==> src/rtl/mem_stage.sv <==
// MIPS pipeline memory-access stage: data-memory handshake, lane steering, load
// formatting, and the MEM/WB pipeline register.
module mem_stage #(
    parameter int unsigned TIMEOUT = 16
) (
    input  logic        clk,
    input  logic        clrn,
    input  logic        ex_valid,
    input  logic        ex_wreg,
    input  logic        ex_m2reg,
    input  logic        ex_rmem,
    input  logic        ex_wmem,
    input  logic [1:0]  ex_size,
    input  logic        ex_sign,
    input  logic [4:0]  ex_rn,
    input  logic [31:0] ex_alu,
    input  logic [31:0] ex_b,
    output logic        mem_stall,
    output logic        dmem_req,
    output logic        dmem_we,
    output logic [31:0] dmem_addr,
    output logic [3:0]  dmem_be,
    output logic [31:0] dmem_wdata,
    input  logic [31:0] dmem_rdata,
    input  logic        dmem_ack,
    output logic        wb_valid,
    output logic        wb_wreg,
    output logic        wb_m2reg,
    output logic [4:0]  wb_rn,
    output logic [31:0] wb_alu,
    output logic [31:0] wb_mo,
    output logic        wb_aerr,
    output logic        wb_berr
);

    typedef enum logic {IDLE, REQ} state_t;

    state_t      r_state;
    logic [7:0]  r_cnt;
    logic        r_req, r_we;
    logic [31:0] r_addr, r_wdata;
    logic [3:0]  r_be;
    logic        r_wb_valid, r_wb_wreg, r_wb_m2reg, r_wb_aerr, r_wb_berr;
    logic [4:0]  r_wb_rn;
    logic [31:0] r_wb_alu, r_wb_mo;

    logic        w_memop, w_misalign, w_go, w_last, w_load;
    logic [3:0]  w_be;
    logic [31:0] w_wdata, w_fmt;
    logic [7:0]  w_byte;
    logic [15:0] w_half;

    logic        w_nxt_valid, w_nxt_wreg, w_nxt_aerr, w_nxt_berr;
    logic [31:0] w_nxt_mo;

    assign w_memop    = ex_valid & (ex_rmem | ex_wmem);
    assign w_misalign = ((ex_size == 2'b01) & ex_alu[0]) | (ex_size[1] & (|ex_alu[1:0]));
    assign w_go       = w_memop & ~w_misalign;
    assign w_last     = (r_cnt == 8'(TIMEOUT - 1));
    assign w_load     = ex_rmem & ~ex_wmem;

    always_comb begin
        w_be    = 4'b1111;
        w_wdata = ex_b;
        unique case (ex_size)
            2'b00: begin
                w_be    = 4'b0001 << ex_alu[1:0];
                w_wdata = {4{ex_b[7:0]}};
            end
            2'b01: begin
                w_be    = 4'b0011 << {ex_alu[1], 1'b0};
                w_wdata = {2{ex_b[15:0]}};
            end
            default: ;
        endcase
    end

    always_comb begin
        unique case (ex_alu[1:0])
            2'b00:   w_byte = dmem_rdata[7:0];
            2'b01:   w_byte = dmem_rdata[15:8];
            2'b10:   w_byte = dmem_rdata[23:16];
            default: w_byte = dmem_rdata[31:24];
        endcase
        w_half = ex_alu[1] ? dmem_rdata[31:16] : dmem_rdata[15:0];
        unique case (ex_size)
            2'b00:   w_fmt = {{24{ex_sign & w_byte[7]}}, w_byte};
            2'b01:   w_fmt = {{16{ex_sign & w_half[15]}}, w_half};
            default: w_fmt = dmem_rdata;
        endcase
    end

    // Next MEM/WB contents; the register is rewritten on every edge, so
    // stall cycles must explicitly produce a bubble.
    always_comb begin
        mem_stall   = 1'b0;
        w_nxt_valid = 1'b0;
        w_nxt_wreg  = 1'b0;
        w_nxt_aerr  = 1'b0;
        w_nxt_berr  = 1'b0;
        w_nxt_mo    = '0;
        unique case (r_state)
            IDLE: begin
                mem_stall = w_go;
                if (!w_go) begin
                    w_nxt_valid = ex_valid;
                    w_nxt_aerr  = w_memop & w_misalign;
                    w_nxt_wreg  = ex_valid & ex_wreg & ~w_nxt_aerr;
                end
            end
            REQ: begin
                mem_stall = ~dmem_ack & ~w_last;
                if (dmem_ack) begin
                    w_nxt_valid = 1'b1;
                    w_nxt_wreg  = ex_wreg;
                    w_nxt_mo    = w_load ? w_fmt : '0;
                end else if (w_last) begin
                    w_nxt_valid = 1'b1;
                    w_nxt_berr  = 1'b1;
                end
            end
            default: ;
        endcase
    end

    always_ff @(posedge clk or negedge clrn) begin
        if (!clrn) begin
            r_state    <= IDLE;
            r_cnt      <= '0;
            r_req      <= 1'b0;
            r_we       <= 1'b0;
            r_addr     <= '0;
            r_be       <= '0;
            r_wdata    <= '0;
            r_wb_valid <= 1'b0;
            r_wb_wreg  <= 1'b0;
            r_wb_m2reg <= 1'b0;
            r_wb_rn    <= '0;
            r_wb_alu   <= '0;
            r_wb_mo    <= '0;
            r_wb_aerr  <= 1'b0;
            r_wb_berr  <= 1'b0;
        end else begin
            r_wb_valid <= w_nxt_valid;
            r_wb_wreg  <= w_nxt_wreg;
            r_wb_m2reg <= ex_m2reg;
            r_wb_rn    <= ex_rn;
            r_wb_alu   <= ex_alu;
            r_wb_mo    <= w_nxt_mo;
            r_wb_aerr  <= w_nxt_aerr;
            r_wb_berr  <= w_nxt_berr;
            unique case (r_state)
                IDLE: begin
                    if (w_go) begin
                        r_state <= REQ;
                        r_cnt   <= '0;
                        r_req   <= 1'b1;
                        r_we    <= ex_wmem;
                        r_addr  <= {ex_alu[31:2], 2'b00};
                        r_be    <= w_be;
                        r_wdata <= w_wdata;
                    end
                end
                REQ: begin
                    if (dmem_ack || w_last) begin
                        r_state <= IDLE;
                        r_req   <= 1'b0;
                    end else begin
                        r_cnt <= r_cnt + 8'd1;
                    end
                end
                default: r_state <= IDLE;
            endcase
        end
    end

    assign dmem_req   = r_req;
    assign dmem_we    = r_we;
    assign dmem_addr  = r_addr;
    assign dmem_be    = r_be;
    assign dmem_wdata = r_wdata;
    assign wb_valid   = r_wb_valid;
    assign wb_wreg    = r_wb_wreg;
    assign wb_m2reg   = r_wb_m2reg;
    assign wb_rn      = r_wb_rn;
    assign wb_alu     = r_wb_alu;
    assign wb_mo      = r_wb_mo;
    assign wb_aerr    = r_wb_aerr;
    assign wb_berr    = r_wb_berr;

endmodule

==> config.mk <==
export PLATFORM = sky130hd
export DESIGN_NAME = mem_stage
export DESIGN_NICKNAME = d
export VERILOG_FILES = /design/src/rtl/mem_stage.sv
export SDC_FILE = /design/constraint.sdc
export NUM_CORES = 1
export LEC_CHECK = 0
export ABC_AREA = 1
export CORE_MARGIN = 5
export CORE_UTILIZATION = 46
export CTS_CLUSTER_SIZE = 30
export DETAILED_ROUTE_END_ITERATION = 12
export HOLD_SLACK_MARGIN = 0.03
export PLACE_DENSITY = 0.94
export RECOVER_POWER = 100
export SLEW_MARGIN = 20
export SYNTH_ARGS = -nofsm -noshare
export SYNTH_HDL_FRONTEND = slang
export SYNTH_SLANG_ARGS = --single-unit
export TNS_END_PERCENT = 50
==> constraint.sdc <==
create_clock -name clk -period 3.5 [get_ports clk]
set_clock_uncertainty 0.15 [all_clocks]
set_input_delay 1.05 -clock clk [delete_from_list [all_inputs] [get_ports clk]]
set_output_delay 1.05 -clock clk [all_outputs]
set_load 0.02 [all_outputs]
* After elaboration in Yosys (flattened, before gate mapping) *
Cells that the tools add are included.
W data, S select, Z words.

word-level totals
  bits in registers = 151
  bits of input ports = 112
  output and inout port bits = 145
  word-level logic and storage cells = 80

operators by class
  add/subtract/negate cells = 1
  eq/ne operators = 7
  shift-type cells = 2
  mux-type cells = 29
  bitwise logic cells = 19
  reductions and logical operators = 7

operators with widths
  cell                   count
  $pmux W32 S2           2
  $mux W32               3
  $pmux W8 S3            1
  $mux W16               1
  $mux W8                2
  $pmux W8 S2            1
  $mux W1                13
  $and A1 B1 Y1          11
  $pmux W1 S2            5
  $add A8 B1 Y8 const B  1
  $eq A8 B4 Y1 const B   1
  $pmux W4 S2            1
  $not A1 Y1             6
  $reduce_and A2 Y1      3
  $eq A2 B1 Y1 const B   2
  $logic_not A2 Y1       2
  $ne A2 B2 Y1 const B   2
  $shl A1 B2 Y4 const A  1
  $shl A2 B2 Y4 const A  1
  $eq A2 B2 Y1 const B   1
  $ne A2 B1 Y1 const B   1
  $or A1 B1 Y1           2
  $reduce_or A2 Y1       1
  $logic_or A1 B1 Y1     1

* Logic depth before layout (Yosys ltp) *
Gate-level depths: netlist of run 1.

  word-level depth = 8
  mapped depth = 11
  depth with buffers taken out = 10

* Worst setup path before layout of run 1 *
No wires, ideal clock.

  path type = input port to output port
  start = input ex_size[1]
  end = output mem_stall
  arrival = 1.860 ns
  required time = 2.300 ns
  slack = 0.440 ns
  stages on the path = 8
  path through = buf_6 inv_4 o21ai_1 nand2_1 nand2_1 buf_4 buf_6 nand2_4

between the ends
  cells in the longest elaborated chain, start to end = 6

ends and longest elaborated chain
  element             RTL line  source
  start: declaration  13        input logic [1:0] ex_size,
  $eq A2 B1 Y1        57        assign w_misalign = ((ex_size == 2'b01) & ex_alu[0]) | (ex_size[1] & (|ex_alu[1:0]));
  $and A1 B1 Y1       57
  $or A1 B1 Y1 *      57
  $not A1 Y1 *        58        assign w_go = w_memop & ~w_misalign;
  $and A1 B1 Y1 *     58
  $pmux W1 S2 *       102       unique case (r_state)
  end: declaration    18        output logic mem_stall,

Mark *: on every way between the ends. The rest lies on a longest branch, timed or not.

* Final worst setup path of run 1 *
  start = input ex_alu[0]
  end = output mem_stall

between the ends
  cells in the longest elaborated chain, start to end = 6

ends and longest elaborated chain
  element             RTL line  source
  start: declaration  16        input logic [31:0] ex_alu,
  $reduce_or A2 Y1    57
  $and A1 B1 Y1       57
  $or A1 B1 Y1 *      57
  $not A1 Y1 *        58
  $and A1 B1 Y1 *     58
  $pmux W1 S2 *       102

Marks and branches as above.

==> flow_summary.toml, run 1 <==
[clock_network]
clkSinkCount = 151
numCtsBuffers = 17
cts_setup_buffers = 0
clk_pin_slew_ns = 0.06
cts-htree-levels = 4
worst_skew_pair.late_latency_ns = 0.41
clock_tree_from_tritoncts = "done"
clk_root_buffer_cell = "sky130_fd_sc_hd__clkbuf_16"
ctsLongestPathBuffers = 2
count_of_hold_fix_buffers_inserted_at_cts = 0

[sta]
post-route-period-util_pct = 97.73
final_critical_delay_including_setup_and_external_delays_ns = 3.421
final-max-slew-violation-count = 44
setup_viol = 0
max_clock_freq_mhz = 292.3
tightestPinTransition_ns = 2.315
timing.slew.headroom_pct = -54.34
final_layout_setup_total_negative_slack_ns = 0
rsz0062_at_grt = "no"
finalHoldViolCount = 0

[floorplanning]
floorplan.die_area_um2 = 15630
die_y_um = 125.0
die_w_um = 125.0
pin_count = 257
std_cell_rows = 42
floorplan.core_area_um2 = 13090
start_util_pct = 46.52

[finish]
drive_above_1_share_pct = 7.958
layout-area-overhead-vs-synth_pct = 54.84
most_common_library_cell_in_the_layout_ignoring_fill_and_taps = "sky130_fd_sc_hd__nand2_1"
final_area_um2 = 9425
highest_count_cells_in_the_layout_ignoring_fill_and_taps = "sky130_fd_sc_hd__nand2_1 (248), sky130_fd_sc_hd__dlygate4sd3_1 (179), sky130_fd_sc_hd__dfrtp_1 (151), sky130_fd_sc_hd__clkdlybuf4s50_1 (72), sky130_fd_sc_hd__o21ai_0 (55)"
nets = 1055

[place]
placement.cell_area_um2 = 8864
buffer_ports.inserted = 254
hpwlAfterDp_mm = 14.31
gp_congestion = 0.9194

[global_route]
gr-total-overflow = 0
grt_max_degree = 101
number_of_global_route_vias_before_repair = 5586
first_pass_grt_wire_length_mm = 30.13
antenna_violations_before_repair = 1
track_usage_pct = 24.66

[worst_setup_path]
timing.critical_path.to_type = "primary output"
crit_type = "in -> out"
crit_required_ns = 2.30
crit_path_max_fanout = 3
buffer_and_inverter_count_on_the_worst_path = 3
critical-path-max-stage-delay_ns = 0.50
critical_register_to_register_path_startpoint = "r_state"
critPathArrivalTime_ns = 2.22
cpLargestDelayFamily = "buffers and inverters"
critical_path.reg2reg.endpoint = "dmem_be[0]"
cp_common_cell = "sky130_fd_sc_hd__nand2_4"
crit_chain = "clkdlybuf4s50_1, inv_1, o21ai_2, nand2_2, nand2_4, nand2_4, clkbuf_2"
worstSetupStartpointType = "primary input"
worst_r2r_path_depth = 9
cp_slowest_cell = "sky130_fd_sc_hd__clkdlybuf4s50_1"
r2r_slack_ns = 1.02

[logic_synthesis]
syn_area_per_cell_um2 = 9.005
ys_seq_area_share_pct = 62.08
synth.lib_cells_used.distinct = 31
synth_warnings = 0
netlist_area_um2 = 6087
netlist_instances = 676
synth.ff_latch_count = 151

[hold_path]
timing.hold.worst_endpoint = "dmem_addr[2]"
hold_class = "reg -> reg"
holdCritStartpoint = "dmem_addr[2]"
worstHoldPathCells = 2

[drt]
drt.antenna.violating_nets = 0
drt-total-wl_mm = 19.30
detail_route.iter0.violations = 359
drt_pre_antenna_iters = 5
num_vias = 5624
detail_route.vias_per_cell = 4.968
drc = 0
wire_per_inst_um = 17.05

[power_and_ir_drop]
power.leakage_nw = 4.818
irDropWorstVdd_mv = 0.3622
power_density_nw_per_um2 = 556.7

[run_status]
violations = "capacitance limit, slew limit"
outcome = "complete, but fails checks"

[run]
drv.max_cap_violation_count = 1
-- power breakdown --
part           internal (mW)  total [mW]  switching [mW]
Sequential              1.99        2.12           0.129
Combinational          0.549        1.29           0.740
Clock                   1.09        1.84           0.753
-- through the flow --
stage	utilization (%)	worst slack, ns	hold WS, ns	total power [mW]	cells
floorplan	-	0.4395	0.3212	2.756	677
global placement	67.74	-0.3921	0.3111	3.498	1099
detailed placement	67.74	-0.3917	0.3160	3.542	1099
CTS	72.34	0.05931	0.3335	5.406	1131
global route	72.03	0.02012	0.3415	5.486	1132
finish	72.03	0.07939	0.3312	5.247	1132
-- area by class of cell --
class | count | area, µm²
Antenna cell | 1 | 2.502
Clock buffer | 18 | 439.2
Clock inverter | 14 | 165.2
Fill cell | 903 | 3660
Inverter | 58 | 220.2
Multi-Input combinational cell | 439 | 1924
Sequential cell | 151 | 3779
Tap cell | 176 | 220.2
Timing Repair Buffer | 275 | 2675
-- cell families after synthesis --
logic type | after synthesis | share of synthesized area, %
AOI/OAI and AO/OA | 93 | 7.996
other | 1 | 0.06161
xor gates and xnor gates | 1 | 0.1439
adders and majority gates | 1 | 0.2055
and+or+nand+nor | 342 | 23.21
DFF | 151 | 62.08
buffers and inverters | 87 | 6.310
-- cell usage after synthesis --
library cell | n | area [µm²]
sky130_fd_sc_hd__nand2_2 | 3 | 18.77
sky130_fd_sc_hd__o21ai_2 | 2 | 17.52
sky130_fd_sc_hd__nand3_4 | 1 | 17.52
sky130_fd_sc_hd__clkbuf_1 | 8 | 30.03
sky130_fd_sc_hd__clkinv_1 | 1 | 3.750
sky130_fd_sc_hd__o21ai_0 | 50 | 250.2
sky130_fd_sc_hd__buf_6 | 3 | 33.78
sky130_fd_sc_hd__dfrtp_1 | 151 | 3779
sky130_fd_sc_hd__nor3_1 | 1 | 5.000
sky130_fd_sc_hd__nand2_4 | 2 | 22.52
sky130_fd_sc_hd__nand4_1 | 1 | 6.260
sky130_fd_sc_hd__nand3_2 | 1 | 10.01
sky130_fd_sc_hd__inv_2 | 2 | 7.510
sky130_fd_sc_hd__buf_2 | 14 | 70.07
sky130_fd_sc_hd__inv_4 | 1 | 6.260
sky130_fd_sc_hd__o22ai_1 | 8 | 50.05
sky130_fd_sc_hd__conb_1 | 1 | 3.750
sky130_fd_sc_hd__nand3_1 | 30 | 150.1
sky130_fd_sc_hd__ha_1 | 1 | 12.51
sky130_fd_sc_hd__a31oi_1 | 1 | 6.260
sky130_fd_sc_hd__a21oi_1 | 25 | 125.1
sky130_fd_sc_hd__buf_4 | 4 | 30.03
sky130_fd_sc_hd__o211ai_1 | 1 | 7.510
sky130_fd_sc_hd__o21ai_1 | 6 | 30.03
sky130_fd_sc_hd__inv_1 | 54 | 202.7
sky130_fd_sc_hd__nor2_2 | 11 | 68.82
sky130_fd_sc_hd__or2_2 | 1 | 6.260
sky130_fd_sc_hd__nand2_1 | 250 | 938.4
sky130_fd_sc_hd__xor2_1 | 1 | 8.760
sky130_fd_sc_hd__nor2_4 | 2 | 22.52
sky130_fd_sc_hd__nor2_1 | 39 | 146.4
-- repair_timing --
item | in CTS | in global routing
endpoints found under the setup margin | 1 | 1
pin swaps | 1 | 0
resized for setup | 5 | 1
-- worst register-to-register path, delay by kind of cell, from the launching register on --
| family | cells | cell delay, ns |
|---|---|---|
| buf+inv | 4 | 1.31 |
| flops | 1 | 0.40 |
| simple gates | 5 | 0.54 |
-- registers in the layout, indices dropped and copies added (netlist names) --
name,flops
dmem_we,1
dmem_req,1
dmem_wdata,32
wb_berr,1
wb_wreg,1
wb_mo,32
wb_valid,1
wb_m2reg,1
wb_rn,5
wb_aerr,1
dmem_be,4
r_cnt,8
r_state,1
dmem_addr,30
wb_alu,32
-- layer usage --
metal  GRT usage, %  share of wire (%)  wire, µm  vias to the layer above
met5              0                  0         0                        -
met4          11.16                4.4       843                        0
met3          5.885                6.4      1235                       59
met2          42.23                 50      9723                      283
met1          29.64                 39      7499                     2631
li1               -                  -         -                     2651
-- how the worst max path moves through the flow --
| stage | startpoint | endpoint | slack [ns] | depth (start not counted) |
|---|---|---|---|---|
| final | ex_alu[0] | mem_stall | 0.08 | 7 |
| after global routing | ex_alu[0] | mem_stall | 0.02 | 7 |
| after CTS | ex_alu[0] | mem_stall | 0.06 | 7 |
| after detailed placement | ex_alu[0] | mem_stall | -0.39 | 7 |
| after global placement | ex_alu[0] | mem_stall | -0.39 | 7 |
| after floorplan | ex_size[1] | mem_stall | 0.44 | 8 |
(Power assumes the default switching activity.)
==> run 2, diff against run 1 <==
- CORE_ASPECT_RATIO: unset -> 0.6
- SKIP_CTS_REPAIR_TIMING: unset -> 1
==> flow_summary.toml, run 2 (synthesis gave the netlist of run 1 again) <==
[global_route]
first_pass_grt_wire_length_mm = 29.63
track_usage_pct = 24.31
number_of_global_route_vias_before_repair = 5518
antenna_violations_before_repair = 1
grt_max_degree = 101
gr-total-overflow = 0

[finish]
nets = 1057
most_common_library_cell_in_the_layout_ignoring_fill_and_taps = "sky130_fd_sc_hd__nand2_1"
highest_count_cells_in_the_layout_ignoring_fill_and_taps = "sky130_fd_sc_hd__nand2_1 (250), sky130_fd_sc_hd__dlygate4sd3_1 (179), sky130_fd_sc_hd__dfrtp_1 (151), sky130_fd_sc_hd__clkdlybuf4s50_1 (71)"
layout-area-overhead-vs-synth_pct = 54.41
drive_above_1_share_pct = 7.732

[clock_network]
numCtsBuffers = 17
clk_pin_slew_ns = 0.06
worst_skew_pair.late_latency_ns = 0.40
cts-htree-levels = 4
ctsLongestPathBuffers = 2
clkSinkCount = 151
clk_root_buffer_cell = "sky130_fd_sc_hd__clkbuf_16"
clock_tree_from_tritoncts = "done"

[sta]
setup_viol = 0
final_critical_delay_including_setup_and_external_delays_ns = 3.434
final_layout_setup_total_negative_slack_ns = 0
max_clock_freq_mhz = 291.2
timing.hold.ws_ns = 0.3256
tightestPinTransition_ns = 1.861
finalHoldViolCount = 0
timing.slew.headroom_pct = -24.09
rsz0062_at_grt = "no"
post-route-period-util_pct = 98.12
worst_slack_ns = 0.06584
final-max-slew-violation-count = 34

[drt]
drc = 0
detail_route.vias_per_cell = 4.981
drt.antenna.violating_nets = 0
wire_per_inst_um = 17.13
detail_route.iter0.violations = 454
drt_pre_antenna_iters = 5
num_vias = 5619
drt-total-wl_mm = 19.32

[power_and_ir_drop]
power_mw = 5.214
irDropWorstVdd_mv = 0.3265
power.leakage_nw = 4.834
power_density_nw_per_um2 = 554.7

[run_status]
violations = "capacitance limit, slew limit"
outcome = "complete, but fails checks"

[floorplanning]
pin_count = 257
floorplan.die_area_um2 = 15710
start_util_pct = 47.21
floorplan.core_area_um2 = 12890
std_cell_rows = 32
die_w_um = 158.5
die_y_um = 99.11

[place]
place_worst_setup_slack_ns = -0.4849
hpwlAfterDp_mm = 14.86
gp_congestion = 0.9587
buffer_ports.inserted = 254

[hold_path]
hold_class = "reg -> reg"

[worst_setup_path]
worstSetupStartpointType = "primary input"
timing.critical_path.to_type = "primary output"
critPathArrivalTime_ns = 2.23
crit_path_max_fanout = 2
crit_type = "in -> out"
crit_required_ns = 2.30

[run]
drv.max_cap_violation_count = 1
-- run 2: cell count changes in the layout (fill, tap and decap cells not counted), sizes merged --
| cell | delta |
|---|---|
| bufinv | -2 |
| clkinvlp | -4 |
| inv | +6 |
| clkdlybuf4s50 | -1 |
| clkbuf | +3 |
-- run 2: worst max-delay path, cell delays in order --
cell and delay, ns:
sky130_fd_sc_hd__clkdlybuf4s50_1 0.51, sky130_fd_sc_hd__nor2_1 0.10, sky130_fd_sc_hd__nor2_2 0.19, sky130_fd_sc_hd__nand2_4 0.08, sky130_fd_sc_hd__nand2_4 0.07, sky130_fd_sc_hd__clkbuf_1 0.23
-- run 2: area by class of cell --
cell class / instances / area [µm²]
inverter: 58 / 220.2
antenna: 1 / 2.502
tap: 170 / 212.7
multi-input combinational: 439 / 1906
clock buffer: 18 / 439.2
fill: 933 / 3493
timing repair buffer: 277 / 2690
clock inverter: 14 / 150.1
sequential: 151 / 3779
-- run 2: where the power goes --
group | total [mW] | internal [mW] | switching (mW)
clock | 1.81 | 0.980 | 0.826
sequential | 2.12 | 1.99 | 0.129
combinational | 1.29 | 0.549 | 0.743
-- run 2: final timing paths --
kind                                     start             end  slack [ns]  depth (start not counted)
min in group asynchronous                 clrn      wb_alu[25]        0.99                          1
worst max register to register         r_state   dmem_addr[18]        0.97                          9
worst min register to register  dmem_wdata[19]  dmem_wdata[19]        0.33                          2
worst min-delay path            dmem_wdata[19]  dmem_wdata[19]        0.33                          2
max in group asynchronous                 clrn   dmem_wdata[9]        0.60                          2
worst max-delay path                   ex_wmem       mem_stall        0.07                          6
-- run 2: metrics by stage --
stage               util [%]  instance area, µm²  instances
floorplan                  -                6091        677
global placement       68.81                8871       1095
detailed placement     68.81                8871       1095
CTS                    73.38                9460       1127
global route           72.90                9399       1128
finish                 72.90                9399       1128
-- run 2: layer usage --
| layer | share of wire (%) | wire length, µm | vias to the layer above | GRT usage [%] |
|---|---|---|---|---|
| li1 | - | - | 2645 | - |
| met1 | 42 | 8129 | 2696 | 32.62 |
| met2 | 47 | 9162 | 251 | 39.22 |
| met3 | 9.0 | 1731 | 27 | 7.130 |
| met4 | 1.5 | 294 | 0 | 6.094 |
| met5 | 0 | 0 | - | 0 |
==> run 3, diff against run 2 <==
- CAP_MARGIN: unset -> 20
- CTS_CLUSTER_SIZE: 30 -> unset
- clock period: 3.5 -> 4.25 ns (I/O delays scaled with it)
==> flow_summary.toml, run 3 (synthesis gave the netlist of run 1 again) <==
[power_and_ir_drop]
power.clock.fraction_pct = 34.3
comb_power_share_pct = 24.8
power.leakage_nw = 4.792
internal_power_mw = 2.872
seq_power_share_pct = 40.9
swShare_pct = 32.69
power_density_nw_per_um2 = 457.6
irDropWorstVdd_mv = 0.2655
total_switching_power_mw = 1.395

[place]
buffer_ports.inserted = 254
gp_congestion = 0.9423
dpl.cell_count = 1086
place_worst_setup_slack_ns = -0.1664
hpwlAfterDp_mm = 14.67
placement.cell_area_um2 = 8803

[worst_setup_path]
crit_path_max_fanout = 5
critical_path.reg2reg.endpoint = "dmem_addr[15]"
critical_register_to_register_path_startpoint = "r_state"
critPathArrivalTime_ns = 2.62
timing.critical_path.to_type = "primary output"
crit_type = "in -> out"
worst_r2r_path_depth = 9
r2r_slack_ns = 1.72
worstSetupStartpointType = "primary input"
crit_required_ns = 2.82

[floorplanning]
pin_count = 257
start_util_pct = 47.21
die_y_um = 99.11
die_w_um = 158.5
floorplan.die_area_um2 = 15710
std_cell_rows = 32
floorplan.core_area_um2 = 12890

[hold_path]
worstHoldPathCells = 2
hold_class = "reg -> reg"
holdCritStartpoint = "dmem_we"
timing.hold.worst_endpoint = "dmem_we"

[sta]
final_critical_delay_including_setup_and_external_delays_ns = 4.048
rsz0062_at_grt = "no"
max_clock_freq_mhz = 247.1
timing.hold.ws_ns = 0.3253
timing.slew.headroom_pct = -12.67
post-route-period-util_pct = 95.24
setup_viol = 0
finalHoldViolCount = 0
final-max-slew-violation-count = 66
worst_slack_ns = 0.2025
tightestPinTransition_ns = 1.690

[run_status]
violations = "capacitance limit, slew limit"
outcome = "complete, but fails checks"

[global_route]
antenna_violations_before_repair = 1
number_of_global_route_vias_before_repair = 5548
first_pass_grt_wire_length_mm = 29.67
gr-total-overflow = 0
track_usage_pct = 24.38
grt_max_degree = 101

[finish]
utilization_pct = 72.33
layout-area-overhead-vs-synth_pct = 53.20
most_common_library_cell_in_the_layout_ignoring_fill_and_taps = "sky130_fd_sc_hd__nand2_1"
nets = 1048
drive_above_1_share_pct = 6.646
final_area_um2 = 9325
highest_count_cells_in_the_layout_ignoring_fill_and_taps = "sky130_fd_sc_hd__nand2_1 (250), sky130_fd_sc_hd__dlygate4sd3_1 (179), sky130_fd_sc_hd__dfrtp_1 (151), sky130_fd_sc_hd__clkdlybuf4s50_1 (72), sky130_fd_sc_hd__o21ai_0 (56)"
final_cells = 1119

[clock_network]
worst_skew_pair.late_latency_ns = 0.40
numCtsBuffers = 17
clk_pin_slew_ns = 0.07
clkSinkCount = 151
cts-htree-levels = 4
ctsLongestPathBuffers = 2
clk_root_buffer_cell = "sky130_fd_sc_hd__clkbuf_16"
clock_tree_from_tritoncts = "done"

[drt]
wire_per_inst_um = 17.23
detail_route.vias_per_cell = 4.993
detail_route.iter0.violations = 427
drt-total-wl_mm = 19.28
drc = 0
drt_pre_antenna_iters = 5
drt.antenna.violating_nets = 0
num_vias = 5587

[run]
drv.max_cap_violation_count = 1
[run 3: critical path, cell delays in order]
cell and delay (ns):
sky130_fd_sc_hd__clkdlybuf4s50_1 0.56, sky130_fd_sc_hd__inv_1 0.10, sky130_fd_sc_hd__o21ai_0 0.17, sky130_fd_sc_hd__nand2_1 0.16, sky130_fd_sc_hd__nand2_4 0.12, sky130_fd_sc_hd__nand2_4 0.05
sky130_fd_sc_hd__clkbuf_1 0.18
[run 3: power groups by stage]
stage / sequential (mW) / clock, mW / combinational [mW]
after floorplan: 2.00 / 0 / 0.270
after global placement: 1.77 / 0 / 1.11
after detailed placement: 1.77 / 0 / 1.15
after CTS: 1.75 / 1.49 / 1.16
after global routing: 1.77 / 1.56 / 1.15
final: 1.74 / 1.46 / 1.06
[run 3: final cells by class]
cell class / instances / area (µm²)
multi-input cells: 439 / 1906
well taps: 170 / 212.7
flip-flops and latches: 151 / 3779
fillers: 953 / 3567
inverters: 58 / 220.2
diodes: 1 / 2.502
clock buffers: 17 / 425.4
repair buffers: 268 / 2625
clock inverters: 15 / 155.1
[run 3: routing by layer]
layer  part of all wire [%]  vias up  routed length, µm  track usage, %
met1                     41     2666               7982           32.47
met5                      0        -                  0               0
met4                    1.2        0                225           5.374
li1                       -     2639                  -               -
met3                    9.5       21               1824           7.957
met2                     48      261               9247           39.35
[run 3: worst max path at each step]
| stage | endpoint | startpoint |
|---|---|---|
| finish | mem_stall | ex_alu[0] |
| global route | mem_stall | ex_alu[0] |
| detailed placement | mem_stall | ex_alu[0] |
| CTS | mem_stall | ex_alu[0] |
| floorplan | mem_stall | ex_size[1] |
| global placement | mem_stall | ex_alu[0] |
[run 3: stage by stage]
step,power (mW),TNS [ns]
2_1_floorplan,2.270,0
3_3_place_gp,2.881,-0.1095
3_5_place_dp,2.926,-0.1664
4_1_cts,4.401,-0.1749
5_1_grt,4.480,0
6_report,4.267,0
